**config.mk**
```make
export PLATFORM = sky130hd
export DESIGN_NAME = keypad_scanner
export DESIGN_NICKNAME = d
export VERILOG_FILES = /design/src/rtl/keypad_pkg.sv /design/src/rtl/key_fifo.sv /design/src/rtl/keypad_scanner.sv
export SDC_FILE = /design/constraint.sdc
export NUM_CORES = 1
export LEC_CHECK = 0
export CORE_UTILIZATION = 50
export CTS_BUF_LIST = sky130_fd_sc_hd__clkbuf_8 sky130_fd_sc_hd__clkbuf_16
export DETAILED_ROUTE_END_ITERATION = 10
export GPL_ROUTABILITY_DRIVEN = 0
export PLACE_DENSITY = 0.69
export REMOVE_ABC_BUFFERS = 1
export SLEW_MARGIN = 20
export SYNTH_ARGS = -nofsm -noshare
export SYNTH_HDL_FRONTEND = slang
export SYNTH_SLANG_ARGS = --single-unit
```
**constraint.sdc**
```tcl
create_clock -name clk -period 2.8 [get_ports clk]
set_input_delay 0.42 -clock clk [delete_from_list [all_inputs] [get_ports clk]]
set_output_delay 0.42 -clock clk [all_outputs]
set_load 0.005 [all_outputs]
```
**src/rtl/keypad_pkg.sv**
```systemverilog
// keypad_pkg: shared types and defaults for the keypad scanner.
//   scan_state_t   : scanner FSM state encoding
//   DEF_*          : default parameter values used by keypad_scanner
//   hex_legend()   : maps a 4x4 key code (row*4+col) to its printed hex legend
package keypad_pkg;

  typedef enum logic [1:0] {
    ST_SCAN     = 2'd0,
    ST_DEBOUNCE = 2'd1,
    ST_HELD     = 2'd2,
    ST_RELEASE  = 2'd3
  } scan_state_t;

  localparam int DEF_NROWS       = 4;
  localparam int DEF_NCOLS       = 4;
  localparam int DEF_DIV_W       = 17;
  localparam int DEF_DEBOUNCE    = 4;
  localparam int DEF_FIFO_DEPTH  = 4;
  localparam int DEF_REPEAT_DLY  = 32;
  localparam int DEF_REPEAT_RATE = 8;

  // Legend layout, row 0 first: C D E F / 3 6 9 B / 2 5 8 0 / 1 4 7 A
  function automatic logic [3:0] hex_legend(input logic [3:0] code);
    logic [3:0] leg;
    case (code)
      4'd0:  leg = 4'hC;
      4'd1:  leg = 4'hD;
      4'd2:  leg = 4'hE;
      4'd3:  leg = 4'hF;
      4'd4:  leg = 4'h3;
      4'd5:  leg = 4'h6;
      4'd6:  leg = 4'h9;
      4'd7:  leg = 4'hB;
      4'd8:  leg = 4'h2;
      4'd9:  leg = 4'h5;
      4'd10: leg = 4'h8;
      4'd11: leg = 4'h0;
      4'd12: leg = 4'h1;
      4'd13: leg = 4'h4;
      4'd14: leg = 4'h7;
      default: leg = 4'hA;
    endcase
    return leg;
  endfunction

endpackage

```
**src/rtl/key_fifo.sv**
```systemverilog
// key_fifo: first-word-fall-through queue of key codes.
//   clk, reset          : clock, asynchronous active-high reset
//   in_data/in_valid/in_ready    : write side
//   out_data/out_valid/out_ready : read side (out_data is head of queue)
// Handshake: a word moves on a clk edge where valid && ready on that side.
// valid never depends on ready; in_ready is also high when full if the head
// is being popped in the same cycle, so a push and pop on a full queue both
// take effect. out_data reads as zero while empty. DEPTH must be a power of 2,
// at least 2.
module key_fifo #(
  parameter int WIDTH = 4,
  parameter int DEPTH = 4
) (
  input  logic             clk,
  input  logic             reset,
  input  logic [WIDTH-1:0] in_data,
  input  logic             in_valid,
  output logic             in_ready,
  output logic [WIDTH-1:0] out_data,
  output logic             out_valid,
  input  logic             out_ready
);

  localparam int AW = $clog2(DEPTH);

  logic [WIDTH-1:0] mem [DEPTH];
  logic [AW:0]      wr_ptr;
  logic [AW:0]      rd_ptr;
  logic             full;
  logic             empty;
  logic             do_push;
  logic             do_pop;

  // Extra pointer bit distinguishes full from empty when the indices match.
  assign empty     = (wr_ptr == rd_ptr);
  assign full      = (wr_ptr[AW] != rd_ptr[AW]) && (wr_ptr[AW-1:0] == rd_ptr[AW-1:0]);
  assign out_valid = !empty;
  assign in_ready  = !full || out_ready;
  assign do_push   = in_valid && in_ready;
  assign do_pop    = out_valid && out_ready;
  assign out_data  = out_valid ? mem[rd_ptr[AW-1:0]] : '0;

  always_ff @(posedge clk or posedge reset) begin
    if (reset) begin
      wr_ptr <= '0;
      rd_ptr <= '0;
    end else begin
      if (do_push) wr_ptr <= wr_ptr + 1'b1;
      if (do_pop)  rd_ptr <= rd_ptr + 1'b1;
    end
  end

  always_ff @(posedge clk) begin
    if (do_push) mem[wr_ptr[AW-1:0]] <= in_data;
  end

endmodule

```
**src/rtl/keypad_scanner.sv**
```systemverilog
// keypad_scanner: scans an NROWS x NCOLS key matrix, debounces presses and
// releases, and queues one key code per accepted press.
//   clk, reset : clock, asynchronous active-high reset
//   rows       : active-low row sense (pulled up externally)
//   cols       : active-low one-cold column drive
//   key_code   : head-of-queue code, row*NCOLS+col
//   key_valid  : queue non-empty
//   key_ready  : consumer takes key_code on key_valid && key_ready
//   overflow   : sticky, a press was dropped on a full queue
//   ovf_clr    : synchronous clear of overflow (a same-cycle drop wins)
// Optional build macro KEYPAD_SCANNER_REPEAT_EN adds auto-repeat of a held
// key (REPEAT_DLY ticks to first repeat, then every REPEAT_RATE ticks).
// DEBOUNCE must be at least 2.
module keypad_scanner
  import keypad_pkg::*;
#(
  parameter int NROWS      = DEF_NROWS,
  parameter int NCOLS      = DEF_NCOLS,
  parameter int DIV_W      = DEF_DIV_W,
  parameter int DEBOUNCE   = DEF_DEBOUNCE,
  parameter int FIFO_DEPTH = DEF_FIFO_DEPTH,
`ifdef KEYPAD_SCANNER_REPEAT_EN
  parameter int REPEAT_DLY  = DEF_REPEAT_DLY,
  parameter int REPEAT_RATE = DEF_REPEAT_RATE,
`endif
  localparam int KW = $clog2(NROWS * NCOLS)
) (
  input  logic             clk,
  input  logic             reset,
  input  logic [NROWS-1:0] rows,
  output logic [NCOLS-1:0] cols,
  output logic [KW-1:0]    key_code,
  output logic             key_valid,
  input  logic             key_ready,
  output logic             overflow,
  input  logic             ovf_clr
);

  localparam int CW  = (NCOLS > 1) ? $clog2(NCOLS) : 1;
  localparam int RW  = (NROWS > 1) ? $clog2(NROWS) : 1;
  localparam int DCW = $clog2(DEBOUNCE + 1);

  logic [NROWS-1:0] rows_meta;
  logic [NROWS-1:0] rows_s;
  logic [DIV_W-1:0] div_cnt;
  logic             tick;
  scan_state_t      state;
  logic [CW-1:0]    col_idx;
  logic [CW-1:0]    col_next;
  logic [RW-1:0]    row_lat;
  logic [RW-1:0]    low_row;
  logic [DCW-1:0]   deb_cnt;
  logic             any_low;
  logic [KW-1:0]    cur_code;
  logic             push_valid;
  logic [KW-1:0]    push_code;
  logic             fifo_in_ready;

`ifdef KEYPAD_SCANNER_REPEAT_EN
  localparam int RPMAX = (REPEAT_DLY > REPEAT_RATE) ? REPEAT_DLY : REPEAT_RATE;
  localparam int RPW   = $clog2(RPMAX + 1);
  logic [RPW-1:0] rpt_cnt;
`endif

  // Two-flop synchronizer; idle (no key) value is all-ones.
  always_ff @(posedge clk or posedge reset) begin
    if (reset) begin
      rows_meta <= '1;
      rows_s    <= '1;
    end else begin
      rows_meta <= rows;
      rows_s    <= rows_meta;
    end
  end

  // Free-running divider; tick fires once per 2^DIV_W cycles.
  always_ff @(posedge clk or posedge reset) begin
    if (reset) div_cnt <= '0;
    else       div_cnt <= div_cnt + 1'b1;
  end
  assign tick = &div_cnt;

  assign any_low  = ~&rows_s;
  assign col_next = (col_idx == CW'(NCOLS - 1)) ? '0 : col_idx + 1'b1;
  assign cur_code = KW'(int'(row_lat) * NCOLS + int'(col_idx));
  assign cols     = ~(NCOLS'(1) << col_idx);

  // Lowest-index low row wins when several rows are low together.
  always_comb begin
    low_row = '0;
    for (int r = NROWS - 1; r >= 0; r--) begin
      if (!rows_s[r]) low_row = RW'(r);
    end
  end

  always_ff @(posedge clk or posedge reset) begin
    if (reset) begin
      state      <= ST_SCAN;
      col_idx    <= '0;
      row_lat    <= '0;
      deb_cnt    <= '0;
      push_valid <= 1'b0;
      push_code  <= '0;
`ifdef KEYPAD_SCANNER_REPEAT_EN
      rpt_cnt    <= '0;
`endif
    end else begin
      push_valid <= 1'b0;
      if (tick) begin
        unique case (state)
          ST_SCAN: begin
            if (!any_low) begin
              col_idx <= col_next;
            end else begin
              row_lat <= low_row;
              deb_cnt <= DCW'(1);
              state   <= ST_DEBOUNCE;
            end
          end
          ST_DEBOUNCE: begin
            if (!rows_s[row_lat]) begin
              deb_cnt <= deb_cnt + 1'b1;
              if (deb_cnt == DCW'(DEBOUNCE - 1)) begin
                push_valid <= 1'b1;
                push_code  <= cur_code;
                state      <= ST_HELD;
`ifdef KEYPAD_SCANNER_REPEAT_EN
                rpt_cnt    <= RPW'(REPEAT_DLY);
`endif
              end
            end else begin
              state <= ST_SCAN;
            end
          end
          ST_HELD: begin
            if (!any_low) begin
              deb_cnt <= DCW'(1);
              state   <= ST_RELEASE;
            end
`ifdef KEYPAD_SCANNER_REPEAT_EN
            else if (rpt_cnt == RPW'(1)) begin
              push_valid <= 1'b1;
              push_code  <= cur_code;
              rpt_cnt    <= RPW'(REPEAT_RATE);
            end else begin
              rpt_cnt <= rpt_cnt - 1'b1;
            end
`endif
          end
          ST_RELEASE: begin
            if (any_low) begin
              state <= ST_HELD;
`ifdef KEYPAD_SCANNER_REPEAT_EN
              rpt_cnt <= RPW'(REPEAT_DLY);
`endif
            end else if (deb_cnt == DCW'(DEBOUNCE - 1)) begin
              deb_cnt <= '0;
              col_idx <= col_next;
              state   <= ST_SCAN;
            end else begin
              deb_cnt <= deb_cnt + 1'b1;
            end
          end
          default: state <= ST_SCAN;
        endcase
      end
    end
  end

  // A drop that coincides with ovf_clr keeps overflow set.
  always_ff @(posedge clk or posedge reset) begin
    if (reset)                            overflow <= 1'b0;
    else if (push_valid && !fifo_in_ready) overflow <= 1'b1;
    else if (ovf_clr)                     overflow <= 1'b0;
  end

  key_fifo #(
    .WIDTH (KW),
    .DEPTH (FIFO_DEPTH)
  ) u_fifo (
    .clk       (clk),
    .reset     (reset),
    .in_data   (push_code),
    .in_valid  (push_valid),
    .in_ready  (fifo_in_ready),
    .out_data  (key_code),
    .out_valid (key_valid),
    .out_ready (key_ready)
  );

endmodule

```
==> Yosys cells after proc, flatten, opt, wreduce, memory -nomap -nowiden <==
Memories as Yosys holds them, arrays and structs flattened.
Cells that the tools add are included.
{ "op_classes": {"shifts": 1, "n_mux": 33, "n_addsub": 6, "bitwise_logic": 3, "n_reduce_logical": 18, "n_lt_le_gt_ge": 1, "eq_ne": 16} }
{ "ops": {"columns": ["op", "n"], "rows": [
  ["$reduce_and 21->1", 3],
  ["$mux 2", 14],
  ["$reduce_and 20->1", 1],
  ["$reduce_and 19->1", 1],
  ["$add 17x1->17 const B", 1],
  ["$reduce_and 17->1", 1],
  ["$mux 3", 5],
  ["$ne 2x2->1 const B", 6],
  ["$pmux 3 s4", 1],
  ["$add 3x1->3 const B", 3],
  ["$mux 1", 9],
  ["$pmux 2 s4", 1],
  ["$eq 2x2->1 const B", 3],
  ["$ne 3x3->1 const B", 2],
  ["$add 4x2->4", 1],
  ["$logic_and 1x1->1", 4],
  ["$mux 4", 1],
  ["$not 4->4", 1],
  ["$pmux 2 s2", 1],
  ["$reduce_and 4->1", 1],
  ["$reduce_bool 2->1", 2],
  ["$shl 1x2->4 const A", 1],
  ["$eq 3x2->1 const B", 1],
  ["$eq 3x3->1", 1],
  ["10 further kinds", 13]
]} }
{ "totals": {"ramBits": 16, "register_bits": 46, "output_inout_bits": 10, "elab_cells": 91, "n_memories": 1, "in_bits": 8} }
{ "mem_list": {"columns": ["name", "words", "width", "rd", "rd_clocked_by_memory_dff", "wr", "line_no", "source"], "rows": [
  ["u_fifo.mem", 4, 4, 1, 0, 1, "key_fifo.sv:26", "logic [WIDTH-1:0] mem [DEPTH];"]
]} }

==> Depth between registers and ports, before layout <==
Gate-level depths: netlist of run 1.
{ "logic_depth": {"depth_word": 7, "mapped_depth": 8, "mapped_depth_nobuf": 7} }

==> Cells and area by module <==
Synthesis of run 1 repeated with hierarchy kept, for this count alone.
{ "unflattened": {"hier_cells": 219, "area_unflattened_um2": 2907.8} }
{ "modules_own_cells": {"columns": ["mod", "cells_per_inst", "seq_area_each_um2", "instances", "area_per_inst_um2"], "rows": [
  ["keypad_scanner", 155, 1011.0, 1, 1863.0],
  ["key_fifo", 64, 630.6, 1, 1044.8]
]} }

==> Worst setup path after synthesis of run 1 <==
Ideal clock, no wire load.
{ "synth_timing": {"kind": "register to register", "startpoint": "register div_cnt[0]", "endpoint": "register col_idx[0]", "t_required_ps": 2672, "setup_time_ps": 128, "stages_incl_launch_ff": 7, "period_less_slack_ps": 1979, "t_arrival_ps": 1851, "slack_ps": 821, "path_buffers": 1, "cell_sequence": "dfrtp_1 ha_1 nand2_1 or4_4 buf_6 nor4_4 mux2_1"} }
{ "synth_between": {"elab_chain_len": 1} }
{ "synth_lines": {"columns": ["item", "line_no", "source"], "rows": [
  ["start: declaration", "keypad_scanner.sv:45", "logic [DIV_W-1:0] div_cnt;"],
  ["start signal: assignment", "keypad_scanner.sv:79", "else div_cnt <= div_cnt + 1'b1;"],
  ["$reduce_and 21->1 (no source line)", null, null],
  ["end signal: assignment", "keypad_scanner.sv:113", "col_idx <= col_next;"],
  ["end signal: assignment", "keypad_scanner.sv:158", "col_idx <= col_next;"],
  ["end: declaration", "keypad_scanner.sv:48", "logic [CW-1:0] col_idx;"]
]} }
No other way between the ends.
A chain may end at the register's enable or synchronous reset.

==> Worst setup path in the final report of run 1 <==
{ "layout_timing": {"startpoint": "register u_fifo.rd_ptr[0]", "endpoint": "output port key_code[0]"} }
{ "layout_between": {"elab_chain_len": 2, "elab_cells_between_ends": 3, "cone_classes": "eq/ne: 1; mux: 1; memory: 1"} }
{ "layout_lines": {"columns": ["item", "line_no", "source"], "rows": [
  ["start: declaration", "key_fifo.sv:28", "logic [AW:0] rd_ptr;"],
  ["start signal: assignment", "key_fifo.sv:49", "if (do_pop) rd_ptr <= rd_ptr + 1'b1;"],
  ["$mem_v2 4x4 / $eq 3x3->1 (equally long branches)", null, null],
  ["$mux 4 *", "key_fifo.sv:41", "assign out_data = out_valid ? mem[rd_ptr[AW-1:0]] : '0;"],
  ["end: declaration", "keypad_scanner.sv:32", "output logic [KW-1:0] key_code,"]
]} }
Mark *: on every way between the ends. The rest lies on a longest branch, timed or not.

==> results.py, run 1 <==
metrics = {
    "cells_and_area": {
        "fill_cells": 457,
        "antenna_cells": 0,
        "utilization": 0.605,
        "fin_nets": 272,
        "areaGrowthSynthToFinish_pct": 15.2,
        "fin_area_um2": 3370,
        "drive_gt1_frac": 0.165,
        "instances_no_fill": 326,
    },
    "clock_network": {
        "cts.clk_slew.worst_paths_ns": 0.07,
        "cts_tree": "done",
        "h-tree-depth": 3,
        "clk_path_buf_depth": 2,
        "post_cts_buffers": 0,
        "postCtsHoldBufs": 0,
        "insertion_delay_ns": 0.33,
        "cts_resized": 0,
        "cts_inserted_buffers": 9,
        "cts_root_buf": "clkbuf_8",
        "clock-sinks": 62,
    },
    "setup_path": {
        "r2r-start": "rows_s[2]$_DFF_PP1_",
        "crit_path_max_incr_delay_ns": 0.57,
        "criticalPathCategory": "register to primary output",
        "cp_top_family": "flip-flops",
        "critical_path_required_ns": 2.38,
        "reg2regPathDepth": 4,
        "r2r_slack_ns": 0.69,
        "timing.rr.end": "deb_cnt[0]$_DFFE_PP0P_",
        "crit_arrival_ns": 2.04,
        "cp_max_fo": 7,
        "critPathCaptureType": "primary output",
        "path_buf_inv": 1,
        "slowest_stage": "dfrtp_1",
        "start_kind": "register",
        "crit_chain": "mux4_2 > and2_1 > clkdlybuf4s50_1",
        "cp.depth": 3,
    },
    "synth": {
        "ys_async_sr_fraction": 0.742,
        "synth_top_area_frac": 0.325,
        "syn_inst": 225,
        "syn_area_um2": 2930,
        "ys_seq_area_frac": 0.561,
        "yosysMostFrequentCell": "dfrtp_1",
        "synth_cell_types": 42,
        "avgSynthCellArea_um2": 13.0,
        "synth_seq_cells": 62,
        "ys.flop_type": "dfrtp_1",
        "yosys-top-cells-count": "38 x dfrtp_1, 21 x inv_1, 17 x nor2_1, 16 x edfxtp_1, 16 x nand2_1",
        "synth_edf_count": 16,
        "yosysWarnings": 0,
        "synthTopCellsByArea": "dfrtp_1 33%, edfxtp_1 16%, dfstp_2 7.2%",
        "synth_top_cell_by_area": "dfrtp_1",
    },
    "pwr": {
        "clockPowerShare": 0.394,
        "combPwrFrac": 0.107,
        "ir_drop_uv": 436,
        "p_sw_mw": 0.451,
        "p_seq_frac": 0.499,
        "intPower_mw": 1.58,
        "p_leak_nw": 1.36,
        "swShare": 0.222,
        "p_per_area_nw_per_um2": 603,
    },
    "timing": {
        "tightest_slew_ns": 0.574,
        "max_freq_mhz": 406,
        "fin_crit_ns": 2.46,
        "timing.slew.headroom": 0.618,
        "slew_violations": 0,
        "hold_slack_ns": 0.355,
        "fin_crit_sh": 0.879,
        "tns_ns": 0,
        "hold_viol": 0,
        "rsz0062_at_grt": "false",
        "clock_skew_ns": 0.00472,
        "setup_violations": 0,
    },
    "drt": {
        "wl_met1_um": 2020,
        "top_layer_used": "met4",
        "drtAntennaViolNets": 0,
        "drc": 0,
        "vias": 1641,
        "vias_per_cell": 5.03,
        "routed-wl-met3_um": 136,
        "drt_iter0_drc": 43,
        "drt_pass1_iterations": 4,
        "routed_wl_um": 4280,
        "wl_met2_um": 2070,
        "wl_per_cell_um": 13.1,
    },
    "placed_design": {
        "dpl_cell_area_um2": 3160,
        "io_buffers": 17,
        "dpl.cell_count": 310,
        "dpl.hpwl_um": 3030,
    },
    "floorplan": {
        "core_um2": 5570,
        "fp.dieW_um": 78.5,
        "dieArea_um2": 6160,
        "start_util": 0.525,
        "io_pins": 18,
        "dieHeight_um": 78.5,
        "num_rows": 27,
    },
    "worst_hold_path": {
        "min_to": "rows_s[1]$_DFF_PP1_",
        "hp-start": "rows_meta[1]$_DFF_PP1_",
        "holdCritPathClass": "register to register",
        "whs_path_depth": 0,
    },
    "job": {
        "cap_violations": 0,
    },
    "global_route": {
        "gr-total-overflow": 0,
        "antenna_found_initial": 0,
        "grt_pass1_vias": 1717,
        "grt_usage": 0.168,
        "grt_max_degree": 47,
        "grt_pass1_wl_um": 7700,
    },
    "run_status": {
        "outcome": "completed",
    },
}
[placed cells by master, fill, tap and decap left out, types with 2 or more instances in the layout]
master	instances
nor2b_1	2
and2_1	4
nand2_1	16
xor2_1	8
nor4_4	2
or2_2	2
a41o_1	2
ha_1	15
xnor2_1	15
inv_1	23
nor2_1	17
mux2i_1	4
edfxtp_1	16
nand3_1	7
dfrtp_1	38
mux2_2	5
clkbuf_8	9
clkdlybuf4s50_1	17
dfstp_2	8
mux2_4	2
nor3_1	3
mux2_1	6
and4_1	2
mux4_2	5
a21oi_1	2
nand4_1	3
bufinv_16	2
clkinv_1	2
[flip-flops by register name, summed over array words and instances (netlist names)]
name	flops
u_fifo.wr_ptr	3
col_idx	2
div_cnt	17
overflow	1
deb_cnt	3
push_code	4
push_valid	1
rows_s	4
rows_meta	4
row_lat	2
state	2
u_fifo.mem	16
u_fifo.rd_ptr	3
[through the flow]
stage	power, mW	worst slack, ns
2_1_floorplan	1.16	0.829
3_3_place_gp	1.25	0.700
3_5_place_dp	1.26	0.658
4_1_cts	2.07	0.285
5_1_grt	2.13	0.210
6_report	2.03	0.338
[layout make-up]
type | instances | area [um2] | share of cell area
clock buffers | 9 | 124 | 0.0367
clock inverters | 7 | 82.6 | 0.0245
inverters | 21 | 78.8 | 0.0234
multi-input cells | 137 | 1180 | 0.349
flip-flops and latches | 62 | 1640 | 0.487
well taps | 72 | 90.1 | 0.0267
repair buffers | 18 | 178 | 0.0527
[worst max path at each step]
| stage | slack, ns | to | start |
|---|---|---|---|
| 4_1_cts | 0.28 | key_code[0] | u_fifo.rd_ptr[0]$_DFFE_PP0P_ |
| 3_5_place_dp | 0.66 | key_code[0] | u_fifo.rd_ptr[0]$_DFFE_PP0P_ |
| 2_1_floorplan | 0.83 | deb_cnt[0]$_DFFE_PP0P_ | rows_s[2]$_DFF_PP1_ |
| 6_report | 0.34 | key_code[0] | u_fifo.rd_ptr[0]$_DFFE_PP0P_ |
| 5_1_grt | 0.21 | key_code[1] | u_fifo.rd_ptr[0]$_DFFE_PP0P_ |
| 3_3_place_gp | 0.70 | deb_cnt[0]$_DFFE_PP0P_ | rows_s[2]$_DFF_PP1_ |
[power groups by stage]
stage | registers [mW] | logic (mW) | clock network [mW]
finish | 1.02 | 0.217 | 0.802
global route | 1.02 | 0.242 | 0.868
CTS | 1.02 | 0.222 | 0.834
detailed placement | 1.04 | 0.220 | 0
global placement | 1.03 | 0.213 | 0
floorplan | 1.02 | 0.136 | 0
[worst register-to-register path: cells and delay by family, from the launching register on]
| family | cells | cell delay [ns] |
|---|---|---|
| DFF | 1 | 0.57 |
| and+or+nand+nor | 2 | 0.69 |
| muxes | 2 | 0.73 |
[per-layer routing]
layer | GRT usage | vias up
met1 | 0.201 | 791
met2 | 0.272 | 25
met4 | 0.0796 | 0
met5 | 0 | -
li1 | - | 820
met3 | 0.0558 | 5
[cells by family after synthesis]
group                    count (synthesis)  synth area share
flip-flops                              62             0.561
buffers and inverters                   26            0.0368
AND/OR/NAND/NOR                         67             0.138
multiplexers                            22             0.105
AO/OA/AOI/OAI                           10            0.0261
adder cells (fa/ha/maj)                 15            0.0642
XOR/XNOR                                23            0.0689
(Power assumes the default switching activity.)
==> inputs of run 2 (changes only) <==
--- a/config.mk
+++ b/config.mk
@@ -5,6 +5,7 @@
 export SDC_FILE = /design/constraint.sdc
 export NUM_CORES = 1
 export LEC_CHECK = 0
+export ABC_AREA = 1
 export CORE_UTILIZATION = 50
 export CTS_BUF_LIST = sky130_fd_sc_hd__clkbuf_8 sky130_fd_sc_hd__clkbuf_16
 export DETAILED_ROUTE_END_ITERATION = 10
==> run 2 against run 1 <==
Against the previous run: core utilization rose by 2.1 points; combinational power fell by 85%; final cell count rose by 30%; total power fell by 6.3%; global-route usage rose by 0.68 points; via count rose by 24%; fmax rose by 1.9%; largest power group unchanged.
==> results.py, run 2 <==
metrics = {
    "run_status": {
        "outcome": "completed",
    },
    "timing": {
        "timing.slew.headroom": 0.671,
        "rsz0062_at_grt": "false",
        "setup_ws_ns": 0.384,
        "tns_ns": 0,
        "fin_crit_ns": 2.42,
        "slew_violations": 0,
        "max_freq_mhz": 414,
        "clock_skew_ns": 0.00782,
        "tightest_slew_ns": 0.493,
        "setup_violations": 0,
        "fin_crit_sh": 0.863,
        "hold_slack_ns": 0.351,
        "hold_viol": 0,
    },
    "synth": {
        "ys.flop_type": "dfrtp_1",
        "avgSynthCellArea_um2": 9.46,
        "yosysMostFrequentCell": "nand2_1",
        "syn_area_um2": 3010,
        "synth_top_cell_by_area": "dfrtp_1",
        "synth_edf_count": 16,
        "syn_inst": 318,
        "synth_cell_types": 30,
        "synthTopCellsByArea": "dfrtp_1 32%, edfxtp_1 16%, nand2_1 9.5%",
        "synth_top_area_frac": 0.316,
        "ys_async_sr_fraction": 0.742,
        "synth_seq_cells": 62,
        "yosysWarnings": 0,
        "ys_seq_area_frac": 0.546,
        "yosys-top-cells-count": "76 x nand2_1, 38 x dfrtp_1, 37 x inv_1, 37 x nor2_1",
    },
    "drt": {
        "drt_pass1_iterations": 4,
        "drtAntennaViolNets": 0,
        "vias": 2035,
        "routed_wl_um": 4690,
        "wl_per_cell_um": 11.1,
        "drc": 0,
        "drt_iter0_drc": 89,
        "vias_per_cell": 4.80,
    },
    "floorplan": {
        "io_pins": 18,
        "dieArea_um2": 6330,
        "fp.dieW_um": 79.6,
        "start_util": 0.533,
        "dieHeight_um": 79.6,
        "num_rows": 27,
        "core_um2": 5640,
    },
    "setup_path": {
        "r2r-start": "u_fifo.rd_ptr[0]$_DFFE_PP0P_",
        "r2r_slack_ns": 1.16,
        "criticalPathCategory": "register to primary output",
        "cp_max_fo": 11,
        "critical_path_required_ns": 2.38,
        "reg2regPathDepth": 5,
        "critPathCaptureType": "primary output",
        "timing.rr.end": "u_fifo.mem[3][1]$_DFFE_PP_",
        "start_kind": "register",
        "crit_arrival_ns": 2.00,
    },
    "clock_network": {
        "cts_inserted_buffers": 9,
        "clk_path_buf_depth": 2,
        "clock-sinks": 62,
        "post_cts_buffers": 0,
        "cts_tree": "done",
        "insertion_delay_ns": 0.33,
        "cts_resized": 0,
        "postCtsHoldBufs": 0,
        "cts_root_buf": "clkbuf_8",
        "cts.clk_slew.worst_paths_ns": 0.07,
        "h-tree-depth": 3,
    },
    "cells_and_area": {
        "instances_no_fill": 424,
        "largest_register": "div_cnt",
        "fin_nets": 370,
        "largest_reg_flops": 17,
        "layout_commonest_cell": "nand2_1",
        "antenna_cells": 0,
        "drive_gt1_frac": 0.145,
        "utilization": 0.626,
        "fill_cells": 454,
        "layout_common_cells": "76 x nand2_1, 38 x dfrtp_1, 37 x nor2_1, 37 x inv_1, 17 x clkdlybuf4s50_1",
        "fin_area_um2": 3530,
        "areaGrowthSynthToFinish_pct": 17.3,
    },
    "global_route": {
        "grt_pass1_wl_um": 8340,
        "grt_max_degree": 26,
        "antenna_found_initial": 0,
        "gr-total-overflow": 0,
        "grt_pass1_vias": 1974,
        "grt_usage": 0.175,
    },
    "pwr": {
        "ir_drop_uv": 576,
        "p_per_area_nw_per_um2": 540,
        "p_leak_nw": 1.73,
        "finalPower_mw": 1.91,
    },
    "job": {
        "cap_violations": 0,
    },
    "placed_design": {
        "pre_cts_ws_ns": 0.752,
        "dpl.cell_count": 408,
        "dpl.hpwl_um": 3530,
        "io_buffers": 17,
        "dpl_cell_area_um2": 3280,
    },
    "worst_hold_path": {
        "hp-start": "rows_meta[2]$_DFF_PP1_",
        "whs_path_depth": 0,
        "holdCritPathClass": "register to register",
        "min_to": "rows_s[2]$_DFF_PP1_",
    },
}
-- run 2: changes by cell type after synthesis, sizes merged, moves of 5 or more --
| cell | delta |
|---|---|
| o21ai | +13 |
| inv | +20 |
| nand3 | +11 |
| nand2 | +66 |
| mux4 | -5 |
| nor2 | +28 |
| mux2 | -13 |
-- run 2: worst max path at each step --
stage | from | to | slack (ns) | cells past startpoint
after detailed placement | u_fifo.rd_ptr[0]$_DFFE_PP0P_ | key_code[0] | 0.75 | 6
after floorplan | reset | col_idx[0]$_DFFE_PP0P_ | 1.31 | 1
after global routing | u_fifo.rd_ptr[0]$_DFFE_PP0P_ | key_code[0] | 0.14 | 6
after CTS | u_fifo.rd_ptr[0]$_DFFE_PP0P_ | key_code[0] | 0.39 | 6
after global placement | u_fifo.rd_ptr[0]$_DFFE_PP0P_ | key_code[2] | 0.85 | 6
final | u_fifo.rd_ptr[0]$_DFFE_PP0P_ | key_code[2] | 0.38 | 6
-- run 2: cell type report --
class	count	area [um2]	share of cell area
sequential	62	1640	0.465
tap	72	90.1	0.0255
clock inverter	5	77.6	0.0220
timing repair buffer	19	185	0.0524
multi-input combinational	212	1200	0.340
inverter	43	163	0.0461
clock buffer	11	174	0.0493
-- run 2: per-layer routing --
layer | GRT usage | share of wire
met5 | 0 | 0
met3 | 0.0549 | 0.035
met2 | 0.292 | 0.47
met1 | 0.207 | 0.48
met4 | 0.0709 | 0.012
-- run 2: worst max-delay path, cell delays in order (launching register included) --
cell,delay [ns]
dfrtp_1,0.52
clkinv_1,0.29
o21ai_0,0.25
o22ai_1,0.09
nand2_1,0.07
inv_1,0.03
clkdlybuf4s50_1,0.42
-- run 2: logic make-up (layout without fill, tap and decap cells) --
kind of cell	after synthesis	count (layout)	share of synthesized area
simple gates	153	153	0.235
flops	62	62	0.546
buf+inv	44	78	0.0557
compound gates	24	24	0.0437
xor+xnor	20	20	0.0582
fa+ha+maj	15	15	0.0624
-- run 2: power breakdown --
part | internal, mW | switching (mW) | total [mW]
Combinational | 0.0129 | 0.0186 | 0.0315
Sequential | 0.934 | 0.00311 | 0.938
Clock | 0.606 | 0.331 | 0.936
==> inputs of run 3 (changes only) <==
--- a/config.mk
+++ b/config.mk
@@ -6,6 +6,7 @@
 export NUM_CORES = 1
 export LEC_CHECK = 0
 export ABC_AREA = 1
+export ABC_CLOCK_PERIOD_IN_PS = 3000
 export CORE_UTILIZATION = 50
 export CTS_BUF_LIST = sky130_fd_sc_hd__clkbuf_8 sky130_fd_sc_hd__clkbuf_16
 export DETAILED_ROUTE_END_ITERATION = 10
==> constraint.sdc (replaced) <==
create_clock -name clk -period 3 [get_ports clk]
set_input_delay 0.45 -clock clk [delete_from_list [all_inputs] [get_ports clk]]
set_output_delay 0.45 -clock clk [all_outputs]
set_load 0.005 [all_outputs]
==> run 3 against run 2 <==
Against the previous run: clock skew down 0.0015 ns; routed wire length decreased by 1.6%; final area down 2.0%; combinational power down 7.6%; final cell count unchanged; via count is 0.25% higher; first-iteration DRC count is 17% higher; largest power group unchanged.
==> results.py, run 3 (synthesized netlist as in run 2, its figures left out) <==
metrics = {
    "run_status": {
        "outcome": "completed",
    },
    "global_route": {
        "grt_usage": 0.181,
        "gr-total-overflow": 0,
        "antenna_found_initial": 0,
        "grt_pass1_wl_um": 8480,
        "grt_pass1_vias": 1985,
        "grt_max_degree": 24,
    },
    "cells_and_area": {
        "fin_area_um2": 3460,
        "largest_reg_flops": 17,
        "largest_register": "div_cnt",
        "areaGrowthSynthToFinish_pct": 15.0,
        "fill_cells": 473,
        "fin_nets": 370,
        "multi_input_comb_area_um2": 1200,
        "antenna_cells": 0,
        "layout_commonest_cell": "nand2_1",
        "drive_gt1_frac": 0.136,
        "layout_common_cells": "76 x nand2_1, 38 x inv_1, 38 x dfrtp_1",
        "seqCellArea_um2": 1640,
    },
    "setup_path": {
        "critical_path_required_ns": 2.55,
        "cp_max_fo": 11,
        "crit_arrival_ns": 2.00,
        "crit_chain": "clkinv_1 > o21ai_0 > o22ai_1 > nand2_1 > inv_1 > clkdlybuf4s50_1",
        "criticalPathCategory": "register to primary output",
        "start_kind": "register",
        "critPathCaptureType": "primary output",
        "crit_path_max_incr_delay_ns": 0.54,
        "slowest_stage": "dfrtp_1",
    },
    "clock_network": {
        "cts_inserted_buffers": 9,
        "postCtsHoldBufs": 0,
        "post_cts_buffers": 0,
        "cts_tree": "done",
        "cts.clk_slew.worst_paths_ns": 0.06,
        "clock-sinks": 62,
        "cts_resized": 0,
        "cts_root_buf": "clkbuf_8",
        "h-tree-depth": 3,
        "clk_path_buf_depth": 2,
        "insertion_delay_ns": 0.33,
    },
    "timing": {
        "hold_viol": 0,
        "fin_crit_sh": 0.815,
        "timing.slew.headroom": 0.693,
        "slew_violations": 0,
        "clock_skew_ns": 0.00633,
        "fin_crit_ns": 2.45,
        "tns_ns": 0,
        "setup_violations": 0,
        "rsz0062_at_grt": "false",
        "tightest_slew_ns": 0.460,
        "max_freq_mhz": 409,
    },
    "pwr": {
        "p_leak_nw": 1.69,
        "ir_drop_uv": 328,
        "p_per_area_nw_per_um2": 453,
    },
    "floorplan": {
        "num_rows": 27,
        "start_util": 0.533,
        "core_um2": 5640,
        "dieArea_um2": 6330,
        "fp.dieW_um": 79.6,
        "io_pins": 18,
        "dieHeight_um": 79.6,
    },
    "drt": {
        "wl_per_cell_um": 10.9,
        "drt_iter0_drc": 104,
        "drc": 0,
        "drt_pass1_iterations": 4,
        "routed_wl_um": 4610,
        "vias": 2040,
        "vias_per_cell": 4.81,
        "drtAntennaViolNets": 0,
    },
    "job": {
        "cap_violations": 0,
    },
    "worst_hold_path": {
        "holdCritPathClass": "register to register",
    },
    "placed_design": {
        "dpl.hpwl_um": 3530,
        "io_buffers": 17,
        "dpl_cell_area_um2": 3280,
    },
}
-- run 3: cell count changes in the layout (fill, tap and decap cells not counted), sizes merged --
cell      delta
bufinv       -1
clkbuf       -2
clkinv       +1
clkinvlp     +1
inv          +1
-- run 3: path summary, 6_finish.rpt --
| kind | startpoint | endpoint | cells past startpoint | slack, ns |
|---|---|---|---|---|
| max in group asynchronous | reset | rows_meta[3]$_DFF_PP1_ | 3 | 1.94 |
| worst min-delay path | rows_meta[2]$_DFF_PP1_ | rows_s[2]$_DFF_PP1_ | 0 | 0.36 |
| worst max register to register | u_fifo.rd_ptr[0]$_DFFE_PP0P_ | u_fifo.mem[3][0]$_DFFE_PP_ | 5 | 1.34 |
| worst max-delay path | u_fifo.rd_ptr[0]$_DFFE_PP0P_ | key_code[0] | 6 | 0.55 |
| worst min register to register | rows_meta[2]$_DFF_PP1_ | rows_s[2]$_DFF_PP1_ | 0 | 0.36 |
| min in group asynchronous | reset | overflow$_DFFE_PP0P_ | 2 | 0.45 |
-- run 3: power by group --
group	internal, mW	leakage [nW]	switching [mW]
Sequential	0.873	0.766	0.00290
Clock	0.370	0.0967	0.292
Combinational	0.0121	0.829	0.0171
-- run 3: per-layer routing --
layer  global-route usage  share of wire  up-vias  wire, um
li1                     -              -     1061         -
met1                0.207           0.46      935      2130
met2                0.298           0.48       37      2220
met3               0.0720          0.040        7       185
met4               0.0818          0.018        0        81
met5                    0              0        -         0
-- run 3: critical path, delay by kind of cell (launching register included) --
kind	cells	cell delay (ns)
buffers and inverters	3	0.73
DFF	1	0.54
AOI/OAI and AO/OA	2	0.32
and+or+nand+nor	1	0.07
-- run 3: cell type report --
class | instances | area share
sequential | 62 | 0.474
clock inverter | 7 | 0.0166
tap | 72 | 0.0260
multi-input combinational | 212 | 0.347
timing repair buffer | 19 | 0.0535
clock buffer | 9 | 0.0358
inverter | 43 | 0.0470
-- run 3: metrics by stage --
stage          worst slack [ns]  utilization  hold slack, ns  total power, mW  cells
6_report                  0.555        0.613           0.356             1.57    424
4_1_cts                   0.537        0.613           0.357             1.59    424
3_3_place_gp               1.01        0.581           0.346            0.922    408
2_1_floorplan              1.48            -           0.345            0.905    317
3_5_place_dp              0.912        0.581           0.347            0.922    408
5_1_grt                   0.286        0.613           0.359             1.64    424
